### src/rtl/ex_muldiv.sv
// ex_muldiv: iterative RV32M multiply/divide unit for the execute stage.
// Multiplies by shift-add and divides by restoring division, retiring
// STEP bits per CALC cycle. Division by zero and signed overflow are
// resolved at acceptance and skip the iteration entirely.
module ex_muldiv #(
  parameter int XLEN = 32,
  parameter int STEP = 1
) (
  input  logic            clk,
  input  logic            rst_n,
  input  logic            start_i,
  input  logic [2:0]      op_i,
  input  logic [XLEN-1:0] op1_i,
  input  logic [XLEN-1:0] op2_i,
  input  logic [4:0]      rd_addr_i,
  input  logic            flush_i,
  output logic            busy_o,
  output logic            hold_flag_o,
  output logic            valid_o,
  output logic            reg_wen_o,
  output logic [4:0]      rd_addr_o,
  output logic [XLEN-1:0] rd_data_o
);

  localparam int NCYC  = XLEN / STEP;
  localparam int CNT_W = $clog2(NCYC + 1);

  localparam logic [2:0] OP_MUL    = 3'd0;
  localparam logic [2:0] OP_MULH   = 3'd1;
  localparam logic [2:0] OP_MULHSU = 3'd2;
  localparam logic [2:0] OP_MULHU  = 3'd3;
  localparam logic [2:0] OP_DIV    = 3'd4;
  localparam logic [2:0] OP_DIVU   = 3'd5;
  localparam logic [2:0] OP_REM    = 3'd6;
  localparam logic [2:0] OP_REMU   = 3'd7;

  typedef enum logic [1:0] {
    S_IDLE = 2'd0,
    S_CALC = 2'd1,
    S_DONE = 2'd2
  } state_e;

  state_e            state_q;
  logic [CNT_W-1:0]  cnt_q;
  logic [2:0]        op_q;
  logic [4:0]        rd_q;
  logic              sign1_q;
  logic              sign2_q;
  logic [XLEN-1:0]   hi_q;    // product high half / partial remainder
  logic [XLEN-1:0]   lo_q;    // multiplier bits / dividend-quotient bits
  logic [XLEN-1:0]   opnd_q;  // multiplicand or divisor magnitude
  logic              valid_q;
  logic              reg_wen_q;
  logic [4:0]        rd_addr_q;
  logic [XLEN-1:0]   rd_data_q;

  // ---------------------------------------------------------------
  // Request decode (operates on the incoming operands in IDLE)
  // ---------------------------------------------------------------
  logic            in_is_div;
  logic            in_op1_signed;
  logic            in_op2_signed;
  logic            in_neg1;
  logic            in_neg2;
  logic [XLEN-1:0] in_abs1;
  logic [XLEN-1:0] in_abs2;
  logic            in_div_zero;
  logic            in_div_ovf;
  logic            in_special;
  logic [XLEN-1:0] in_special_res;
  logic            accept;

  assign in_is_div     = op_i[2];
  assign in_op1_signed = (op_i == OP_MULH) | (op_i == OP_MULHSU) |
                         (op_i == OP_DIV)  | (op_i == OP_REM);
  assign in_op2_signed = (op_i == OP_MULH) | (op_i == OP_DIV) | (op_i == OP_REM);
  assign in_neg1       = in_op1_signed & op1_i[XLEN-1];
  assign in_neg2       = in_op2_signed & op2_i[XLEN-1];
  // Negating the most negative value yields 2^(XLEN-1) read as unsigned.
  assign in_abs1       = in_neg1 ? (~op1_i + 1'b1) : op1_i;
  assign in_abs2       = in_neg2 ? (~op2_i + 1'b1) : op2_i;

  assign in_div_zero   = in_is_div & (op2_i == '0);
  assign in_div_ovf    = in_is_div & in_op2_signed &
                         (op1_i == {1'b1, {(XLEN-1){1'b0}}}) & (op2_i == '1);
  assign in_special    = in_div_zero | in_div_ovf;

  // op_i[1] selects the remainder flavour among the divide ops.
  always_comb begin
    in_special_res = '0;
    if (in_div_zero) begin
      in_special_res = op_i[1] ? op1_i : '1;
    end else if (in_div_ovf) begin
      in_special_res = op_i[1] ? '0 : op1_i;
    end
  end

  assign accept = (state_q == S_IDLE) & start_i & ~flush_i;

  // ---------------------------------------------------------------
  // Iteration datapath: STEP chained single-bit stages per cycle
  // ---------------------------------------------------------------
  genvar gi;
  generate
    for (gi = 0; gi < STEP; gi++) begin : g_stage
      logic [XLEN-1:0] hi_in;
      logic [XLEN-1:0] lo_in;
      logic [XLEN-1:0] hi_out;
      logic [XLEN-1:0] lo_out;
      logic [XLEN:0]   add_sum;
      logic [XLEN:0]   sh_rem;
      logic [XLEN:0]   trial;

      if (gi == 0) begin : g_first
        assign hi_in = hi_q;
        assign lo_in = lo_q;
      end else begin : g_next
        assign hi_in = g_stage[gi-1].hi_out;
        assign lo_in = g_stage[gi-1].lo_out;
      end

      // Multiply: add multiplicand if the current multiplier bit is set,
      // then shift {carry, hi, lo} right by one.
      assign add_sum = {1'b0, hi_in} + ({1'b0, opnd_q} & {(XLEN+1){lo_in[0]}});
      // Divide: shift the next dividend bit into the remainder and try
      // subtracting the divisor; keep the difference when it is non-negative.
      assign sh_rem  = {hi_in, lo_in[XLEN-1]};
      assign trial   = sh_rem - {1'b0, opnd_q};

      assign hi_out = op_q[2] ? (trial[XLEN] ? sh_rem[XLEN-1:0] : trial[XLEN-1:0])
                              : add_sum[XLEN:1];
      assign lo_out = op_q[2] ? {lo_in[XLEN-2:0], ~trial[XLEN]}
                              : {add_sum[0], lo_in[XLEN-1:1]};
    end
  endgenerate

  logic [XLEN-1:0]   hi_n;
  logic [XLEN-1:0]   lo_n;
  logic [2*XLEN-1:0] prod_fix;
  logic [XLEN-1:0]   quo_fix;
  logic [XLEN-1:0]   rem_fix;
  logic [XLEN-1:0]   calc_res;

  assign hi_n     = g_stage[STEP-1].hi_out;
  assign lo_n     = g_stage[STEP-1].lo_out;
  assign prod_fix = (sign1_q ^ sign2_q) ? (~{hi_n, lo_n} + 1'b1) : {hi_n, lo_n};
  assign quo_fix  = (sign1_q ^ sign2_q) ? (~lo_n + 1'b1) : lo_n;
  assign rem_fix  = sign1_q ? (~hi_n + 1'b1) : hi_n;

  // Final result select applied on the last CALC cycle.
  always_comb begin
    calc_res = '0;
    case (op_q)
      OP_MUL:                        calc_res = prod_fix[XLEN-1:0];
      OP_MULH, OP_MULHSU, OP_MULHU:  calc_res = prod_fix[2*XLEN-1:XLEN];
      OP_DIV, OP_DIVU:               calc_res = quo_fix;
      OP_REM, OP_REMU:               calc_res = rem_fix;
      default:                       calc_res = '0;
    endcase
  end

  // Control FSM with registered writeback outputs.
  always_ff @(posedge clk or negedge rst_n) begin
    if (!rst_n) begin
      state_q   <= S_IDLE;
      cnt_q     <= '0;
      op_q      <= '0;
      rd_q      <= '0;
      sign1_q   <= 1'b0;
      sign2_q   <= 1'b0;
      hi_q      <= '0;
      lo_q      <= '0;
      opnd_q    <= '0;
      valid_q   <= 1'b0;
      reg_wen_q <= 1'b0;
      rd_addr_q <= '0;
      rd_data_q <= '0;
    end else begin
      valid_q   <= 1'b0;
      reg_wen_q <= 1'b0;
      case (state_q)
        S_IDLE: begin
          if (accept) begin
            op_q    <= op_i;
            rd_q    <= rd_addr_i;
            sign1_q <= in_neg1;
            sign2_q <= in_neg2;
            if (in_special) begin
              state_q   <= S_DONE;
              valid_q   <= 1'b1;
              reg_wen_q <= (rd_addr_i != 5'd0);
              rd_addr_q <= rd_addr_i;
              rd_data_q <= in_special_res;
            end else begin
              state_q <= S_CALC;
              cnt_q   <= CNT_W'(NCYC);
              hi_q    <= '0;
              lo_q    <= in_is_div ? in_abs1 : in_abs2;
              opnd_q  <= in_is_div ? in_abs2 : in_abs1;
            end
          end
        end
        S_CALC: begin
          if (flush_i) begin
            state_q <= S_IDLE;
            cnt_q   <= '0;
          end else begin
            hi_q  <= hi_n;
            lo_q  <= lo_n;
            cnt_q <= cnt_q - 1'b1;
            if (cnt_q == CNT_W'(1)) begin
              state_q   <= S_DONE;
              valid_q   <= 1'b1;
              reg_wen_q <= (rd_q != 5'd0);
              rd_addr_q <= rd_q;
              rd_data_q <= calc_res;
            end
          end
        end
        // DONE always returns to IDLE; a flush here changes nothing further.
        S_DONE: begin
          state_q <= S_IDLE;
        end
        default: begin
          state_q <= S_IDLE;
        end
      endcase
    end
  end

  assign busy_o      = (state_q != S_IDLE);
  assign hold_flag_o = accept | (state_q == S_CALC);
  assign valid_o     = valid_q;
  assign reg_wen_o   = reg_wen_q;
  assign rd_addr_o   = rd_addr_q;
  assign rd_data_o   = rd_data_q;

endmodule

### config.mk
export PLATFORM = sky130hd
export DESIGN_NAME = ex_muldiv
export DESIGN_NICKNAME = d
export VERILOG_FILES = /design/src/rtl/ex_muldiv.sv
export SDC_FILE = /design/constraint.sdc
export NUM_CORES = 1
export LEC_CHECK = 0
export BUFFER_PORTS_ARGS = -buffer_cell sky130_fd_sc_hd__buf_2
export CORE_ASPECT_RATIO = 1.5
export CORE_MARGIN = 2
export CORE_UTILIZATION = 53
export DETAILED_ROUTE_END_ITERATION = 7
export GPL_TIMING_DRIVEN = 0
export PLACE_DENSITY_LB_ADDON = 0.05
export SYNTH_ARGS = -nofsm -noshare
export SYNTH_HDL_FRONTEND = slang
export SYNTH_SLANG_ARGS = --single-unit
### constraint.sdc
create_clock -name clk -period 7.1 [get_ports clk]
set_clock_uncertainty 0.05 [all_clocks]
set_input_delay 0.71 -clock clk [delete_from_list [all_inputs] [get_ports clk]]
set_output_delay 0.71 -clock clk [all_outputs]
set_load 0.02 [all_outputs]
==> results of run 1 <==
## layout make-up
class / count / share of cell area, %
multi-input combinational: 1990 / 65.74
sequential: 153 / 20.52
timing repair buffer: 120 / 3.399
buffer: 133 / 2.917
tap: 410 / 2.749
clock buffer: 18 / 2.300
inverter: 78 / 1.569
clock inverter: 14 / 0.8113
## stage by stage
step / total power, W / instance area [um^2] / hold slack, ns / cells
finish: 0.01066 / 18660 / 0.2471 / 2916
global route: 0.01119 / 18660 / 0.3220 / 2916
CTS: 0.01023 / 18610 / 0.2910 / 2913
detailed placement: 0.009229 / 18010 / 0.4233 / 2885
global placement: 0.009126 / 17970 / 0.4145 / 2884
floorplan: 0.006792 / 16870 / 0.3644 / 2358
## what timing repair did
action | in CTS | in global routing
gates resized for setup | 8 | 5
setup buffers | 0 | 2
cloned | 0 | 0
pin swaps | 1 | 1
setup endpoints to repair | 16 | 15
## logic make-up after synthesis
logic type,count (synthesis),synth area share (%)
compound gates,809,30.20
fa+ha+maj,73,5.502
xor+xnor,168,8.721
simple gates,880,24.26
flops,153,22.69
mux,60,3.611
buf+inv,215,5.013
## flip-flops by register name, indices dropped and copies added, names as in the netlist, 2 cells and up
name	count
state_q	2
opnd_q	32
rd_data_o	32
rd_addr_o	5
g_stage.lo_in	32
g_stage.hi_in	32
rd_q	5
op_q	3
cnt_q	6
## per-layer routing
metal	vias up	global-route usage (%)	part of all wire, %
met5	-	0	0.030
met2	1301	77.08	45
met3	520	12.92	9.2
li1	8870	-	-
met4	4	46.65	12
met1	9453	51.45	33
## worst register-to-register path, cell delays in order (launching register included)
cell and delay, ns:
dfrtp_1 0.53, inv_1 0.15, ha_1 0.24, inv_1 0.08, fa_1 0.24, a211oi_1 0.11
o211ai_1 0.37, a22oi_2 0.20, buf_4 0.19, a211oi_4 0.50, o21ai_1 0.26, nand2_4 0.31
o21ai_0 0.24, inv_1 0.15, ha_1 0.24, o2111ai_1 0.21, or2_2 0.39, or3_1 0.53
nor4_4 0.65, a31oi_1 0.20, xnor2_1 0.20, o22ai_1 0.15, a21oi_1 0.54, nor2_1 0.09
## cells in the mapped netlist, types with 13 or more instances
cell type / count / area share [%]
nand2_1: 287 / 6.4
nor2_1: 275 / 6.1
o21ai_0: 244 / 7.2
a21oi_1: 217 / 6.4
dfrtp_1: 153 / 23
clkbuf_1: 103 / 2.3
xnor2_1: 101 / 5.2
nor3_1: 78 / 2.3
inv_1: 76 / 1.7
ha_1: 71 / 5.3
xor2_1: 67 / 3.5
mux2i_1: 53 / 3.1
o211ai_1: 38 / 1.7
a31oi_1: 37 / 1.4
nand3_1: 35 / 1.0
a21o_1: 31 / 1.4
nor4_1: 31 / 1.1
nand4_1: 30 / 1.1
a211oi_1: 26 / 1.2
o31ai_1: 24 / 1.1
a22o_1: 20 / 1.0
buf_2: 19 / 0.56
o21a_1: 18 / 0.80
o22ai_1: 18 / 0.67
nand2b_1: 17 / 0.63
or3_1: 17 / 0.63
and2_1: 16 / 0.59
and3_1: 15 / 0.56
nor2b_1: 15 / 0.56
buf_1: 13 / 0.29
## worst paths after layout
kind                                           start             to  slack, ns  cells after the start
worst max-delay path            g_stage[0].lo_in[31]  rd_data_o[12]       0.17                     23
worst min-delay path                           rst_n   rd_data_o[2]       0.25                      1
worst max register to register  g_stage[0].lo_in[31]  rd_data_o[12]       0.17                     23
worst min register to register             opnd_q[6]      opnd_q[6]       0.43                      2
max in group asynchronous                      rst_n  rd_data_o[29]       5.86                      2
min in group clk                        rd_addr_i[2]        rd_q[2]       0.41                      3
## power by group
group | internal (W) | switching (W)
clock network | 0.000499 | 0.000448
logic | 0.00260 | 0.00544
registers | 0.00124 | 0.000432
total | 0.00434 | 0.00632
==> results.md, run 1 <==
- Initial core utilization: 53.34%
- DR pass1 iterations: 8
- Mapped cell area: 16870 um^2
- Critical path's largest stage delay: 0.65 ns
- Critical path's slowest cell: nor4_4
- Setup CP Type: flip-flop to flip-flop
- Tcrit/Tclk final: 97.55%
- Vias in the first global route: 19670
- Maximum buffer depth of the clock tree: 2
- Floorplan Core Area: 31630 um^2
- Seq/Total Area, Yosys: 22.69%
- Crit-path max FO: 15
- Area of the multi-input gates: 12270 um^2
- Root buffer cell: clkbuf_16
- Post-route ant nets: 0
- CTS sink count: 153
- WL/cell: 27.79 um
- Cell count after synthesis: 2358
- ANT cells: 0
- Setup crit start kind: flip-flop
- EDFF count, synth: 0
- Finish-stage setup viols: 0
- DPL Wire Length: 64400 um
- Crit-path leading delay family: compound AO/OA/AOI/OAI gates
- HP Class: primary input to asynchronous set/reset pin
- Max-slew violations: 0
- DR iter-0 viols: 2243
- Asr flop ratio synth: 100.0%
- Outcome: finished with violations
- Die area: 33310 um^2
- Port-buffer cells: 116
- Hold Fails Final Rpt: 0
- Slew @ Worst Pin: 1.392 ns
- Layout Nets: 2642
- Post-route core utilization: 59.00%
- Grt ovf: 0
- Pleak: 7.706 nW
- Gr usage total: 48.69%
- Slew HR: 6.463%
- Via-per-instance ratio: 6.909
- Most frequent cells in the layout: 286 x nand2_1, 274 x nor2_1, 244 x o21ai_0
- Largest net degree at the start of global routing: 82
- Routed wire length: 81050 um
- Distinct cell type count of the synthesized netlist: 99
- Number of top-level pins: 117
- Achievable frequency: 144.4 MHz
- Antenna violations before repair: 3
- Die X: 149.7 um
- CTS buffer count: 17
- First-pass GRT wire length: 120300 um
- H-Tree Depth: 4
- Row Count: 80
- Critical Path RT: 7.39 ns
- Fin Setup TNS: 0 ns
- Post-synthesis register bit count: 153
- Post-synth net total: 2507
- RSZ-0062 raised after global routing: no
- Die Y: 222.5 um
- CTS tree: built
- Fill count: 3122
- Maximum vdd drop: 0.2203 mV
- Syn-to-layout area delta: 10.60%
- Pre-CTS setup slack: -1.994 ns
- Max-cap viol count: 0
- Mean Syn Cell Area: 7.155 um^2
- YS warnings: 0
- Detailed-route via count: 20150
- Post-route minimum period: 6.926 ns
- CP Data Arrival Time: 7.22 ns
- Crit-path most repeated cell: inv_1
- Buf/Inv on CP: 4
- Most common cell after layout, fill and taps aside: nand2_1
- Share of layout cells above drive strength 1: 9.098%
- Clock transition at path regs: 0.07 ns
- Critical Path End Type: flip-flop
- Register area: 3829 um^2
- Failing checks: DRC
- Final worst slack: 0.1739 ns
- # DRC: 2
- Worst-path cell chain: inv_1, ha_1, inv_1, fa_1, a211oi_1, o211ai_1, a22oi_2, buf_4, a211oi_4, o21ai_1, nand2_4, o21ai_0, inv_1, ha_1, o2111ai_1, or2_2, or3_1, nor4_4, a31oi_1, xnor2_1, o22ai_1, a21oi_1, nor2_1
- PD cells: 571.2 nW/um^2
- Final Wtd Congestion: 1.129
- Synth Flop Type: dfrtp_1
- Clock latency on the worst-skew pair: 0.48 ns
- Hold-fix buffer count after cts: 0
No activity file was read; power rests on OpenSTA's default activity.
==> inputs of run 2 (changes only) <==
CELL_PAD_IN_SITES_DETAIL_PLACEMENT = 1   (was default)
CELL_PAD_IN_SITES_GLOBAL_PLACEMENT = 1   (was default)
CORE_UTILIZATION = 46   (was 53)
PLACE_DENSITY_LB_ADDON = 0.3   (was 0.05)
==> results.md, run 2 (same netlist as run 1, synthesis figures left out) <==
- Post-route minimum period: 7.118 ns (was 6.926 ns)
- DPL Wire Length: 70740 um (was 64400 um)
- R2r worst-path depth: 23 (unchanged)
- Most frequent cells in the layout: 286 x nand2_1, 274 x nor2_1, 244 x o21ai_0 (unchanged)
- Most common cell after layout, fill and taps aside: nand2_1 (unchanged)
- Dpl cell area: 18100 um^2 (was 18010 um^2)
- Finish-stage setup viols: 1 (was 0)
- DR iter-0 viols: 1467 (was 2243)
- H-Tree Depth: 4 (unchanged)
- P_sw: 0.006533 W (was 0.006322 W)
- Achievable frequency: 140.5 MHz (was 144.4 MHz)
- Row Count: 85 (was 80)
- P_int: 0.004410 W (was 0.004337 W)
- WL/cell: 29.25 um (was 27.79 um)
- Die X: 160.4 um (was 149.7 um)
- Clock power share: 9.2% (was 8.9%)
- CTS buffer count: 17 (unchanged)
- Layout Nets: 2644 (was 2642)
- Worst R2R End: rd_data_o[12] (unchanged)
- Slew @ Worst Pin: 1.246 ns (was 1.392 ns)
- FF-to-FF setup slack: -0.02 ns (was 0.17 ns)
- Fin Setup TNS: -0.01799 ns (was 0 ns)
- Via-per-instance ratio: 6.760 (was 6.909)
- Port-buffer cells: 116 (unchanged)
- Seq pwr share: 15.7% (about the same)
- Tcrit/Tclk final: 100.3% (was 97.55%)
- Share of layout cells above drive strength 1: 9.410% (was 9.098%)
- Failing checks: setup timing (was DRC)
- Die Y: 238.6 um (was 222.5 um)
- Antenna violations before repair: 6 (was 3)
- Clock transition at path regs: 0.07 ns (about the same)
- Area of the multi-input gates: 12290 um^2 (was 12270 um^2)
- Crit-path max FO: 10 (was 15)
- Slew HR: 16.15% (was 6.463%)
- Pre-CTS setup slack: -2.304 ns (was -1.994 ns)
- M3 GR Usage: 8.588% (was 12.92%)
- Critical Path End Type: flip-flop (unchanged)
- DR pass1 iterations: 5 (was 8)
- Grt ovf: 0 (unchanged)
- Maximum vdd drop: 0.2636 mV (was 0.2203 mV)
- RR Startpoint: g_stage[0].lo_in[31] (unchanged)
- Vias in the first global route: 21290 (was 19670)
- Clock latency on the worst-skew pair: 0.47 ns (was 0.48 ns)
- CTS sink count: 153 (unchanged)
- CP Data Arrival Time: 7.38 ns (was 7.22 ns)
- HP Class: primary input to asynchronous set/reset pin (unchanged)
- Finished Cell Area: 18820 um^2 (was 18660 um^2)
- Number of top-level pins: 117 (unchanged)
- Switching Share: 59.70% (was 59.31%)
- Setup crit start kind: flip-flop (unchanged)
- First-pass GRT wire length: 129900 um (was 120300 um)
- Outcome: finished with violations (unchanged)
- Final worst slack: -0.01799 ns (was 0.1739 ns)
- Register area: 3829 um^2 (unchanged)
- Pleak: 7.739 nW (was 7.706 nW)
- Comb power frac: 75.1% (was 75.5%)
- Die area: 38260 um^2 (was 33310 um^2)
- Post-route core utilization: 52.21% (was 59.00%)
- GRT met2 Usage: 76.72% (was 77.08%)
- Post-route ant nets: 0 (unchanged)
- RSZ-0062 raised after global routing: no (unchanged)
- PD cells: 581.4 nW/um^2 (was 571.2 nW/um^2)
- CTS tree: built (unchanged)
- Routed wire length: 87430 um (was 81050 um)
- Initial core utilization: 46.80% (was 53.34%)
- Met1 GRT Util: 46.68% (was 51.45%)
- Maximum buffer depth of the clock tree: 2 (unchanged)
- Largest net degree at the start of global routing: 91 (was 82)
- Final Wtd Congestion: 1.057 (was 1.129)
- Root buffer cell: clkbuf_16 (unchanged)
- Gr usage total: 45.46% (was 48.69%)
- Floorplan Core Area: 36050 um^2 (was 31630 um^2)
- Setup CP Type: flip-flop to flip-flop (unchanged)
- Max-slew violations: 0 (unchanged)
- Syn-to-layout area delta: 11.55% (was 10.60%)
- Max-cap viol count: 0 (unchanged)
- Critical Path RT: 7.36 ns (was 7.39 ns)
- Fill count: 4738 (was 3122)
- Hold Fails Final Rpt: 0 (unchanged)
- GRT busiest layer: met2 (unchanged)
- # DRC: 0 (was 2)
- Detailed-route via count: 20210 (was 20150)
-- run 2: power groups by stage --
stage	Clock (W)	Combinational, W	Sequential (W)
after floorplan	0	0.00520	0.00160
after global placement	0	0.00756	0.00168
after detailed placement	0	0.00777	0.00169
after CTS	0.00100	0.00786	0.00168
after global routing	0.00104	0.00873	0.00174
final	0.00101	0.00821	0.00172
-- run 2: metrics by stage --
stage	hold slack (ns)	std cells	power [W]
2_1_floorplan	0.3644	2358	0.006792
3_3_place_gp	0.4147	2952	0.009232
3_5_place_dp	0.4210	2954	0.009465
4_1_cts	0.2202	2985	0.01055
5_1_grt	0.2354	2989	0.01151
6_report	0.1886	2989	0.01094
-- run 2: critical path: stages, from the launching register on --
cell and delay, ns:
dfrtp_1 0.57, inv_1 0.16, ha_1 0.18, inv_1 0.06, fa_1 0.44, a211oi_1 0.41, o211ai_1 0.26, a22oi_2 0.28
buf_4 0.18, a211oi_4 0.08, buf_4 0.22, nor3_2 0.69, clkbuf_1 0.66, o21ai_0 0.16, a31o_2 0.31, ha_1 0.27
o211ai_1 0.26, a311oi_2 0.19, nand4_1 0.23, o21ai_0 0.14, xor2_1 0.18, o22ai_1 0.11, a21oi_1 0.77, nor2_1 0.09
-- run 2: what timing repair did --
item | CTS | global route
pin swaps | 3 | 0
hold buffers | 0 | 0
setup endpoints to repair | 16 | 2
gates resized for setup | 9 | 4
cloned | 0 | 0
setup buffers | 3 | 0
-- run 2: layer usage --
layer  wire, um  vias to the layer above
li1           -                     8874
met1      30310                     9837
met2      41320                     1020
met3       5644                      468
met4      10120                        6
met5         38                        -
-- run 2: worst max-delay path by stage --
stage | start | end | slack (ns) | depth (start not counted)
after floorplan | op_q[2] | rd_data_o[2] | 1.40 | 23
after global placement | op_q[2] | rd_data_o[12] | -2.49 | 22
after detailed placement | op_q[2] | rd_data_o[14] | -2.30 | 23
after CTS | g_stage[0].lo_in[31] | rd_data_o[14] | 0.00007 | 24
after global routing | g_stage[0].lo_in[31] | rd_data_o[12] | 0.02 | 23
final | g_stage[0].lo_in[31] | rd_data_o[12] | -0.02 | 23
-- run 2: area by class of cell --
| type | count | area share (%) |
|---|---|---|
| flip-flops and latches | 153 | 20.34 |
| inverters | 78 | 1.556 |
| diodes | 3 | 0.03989 |
| repair buffers | 122 | 3.463 |
| clock inverters | 15 | 0.9905 |
| well taps | 478 | 3.178 |
| multi-input cells | 1990 | 65.28 |
| clock buffers | 17 | 2.260 |
| plain buffers | 133 | 2.892 |
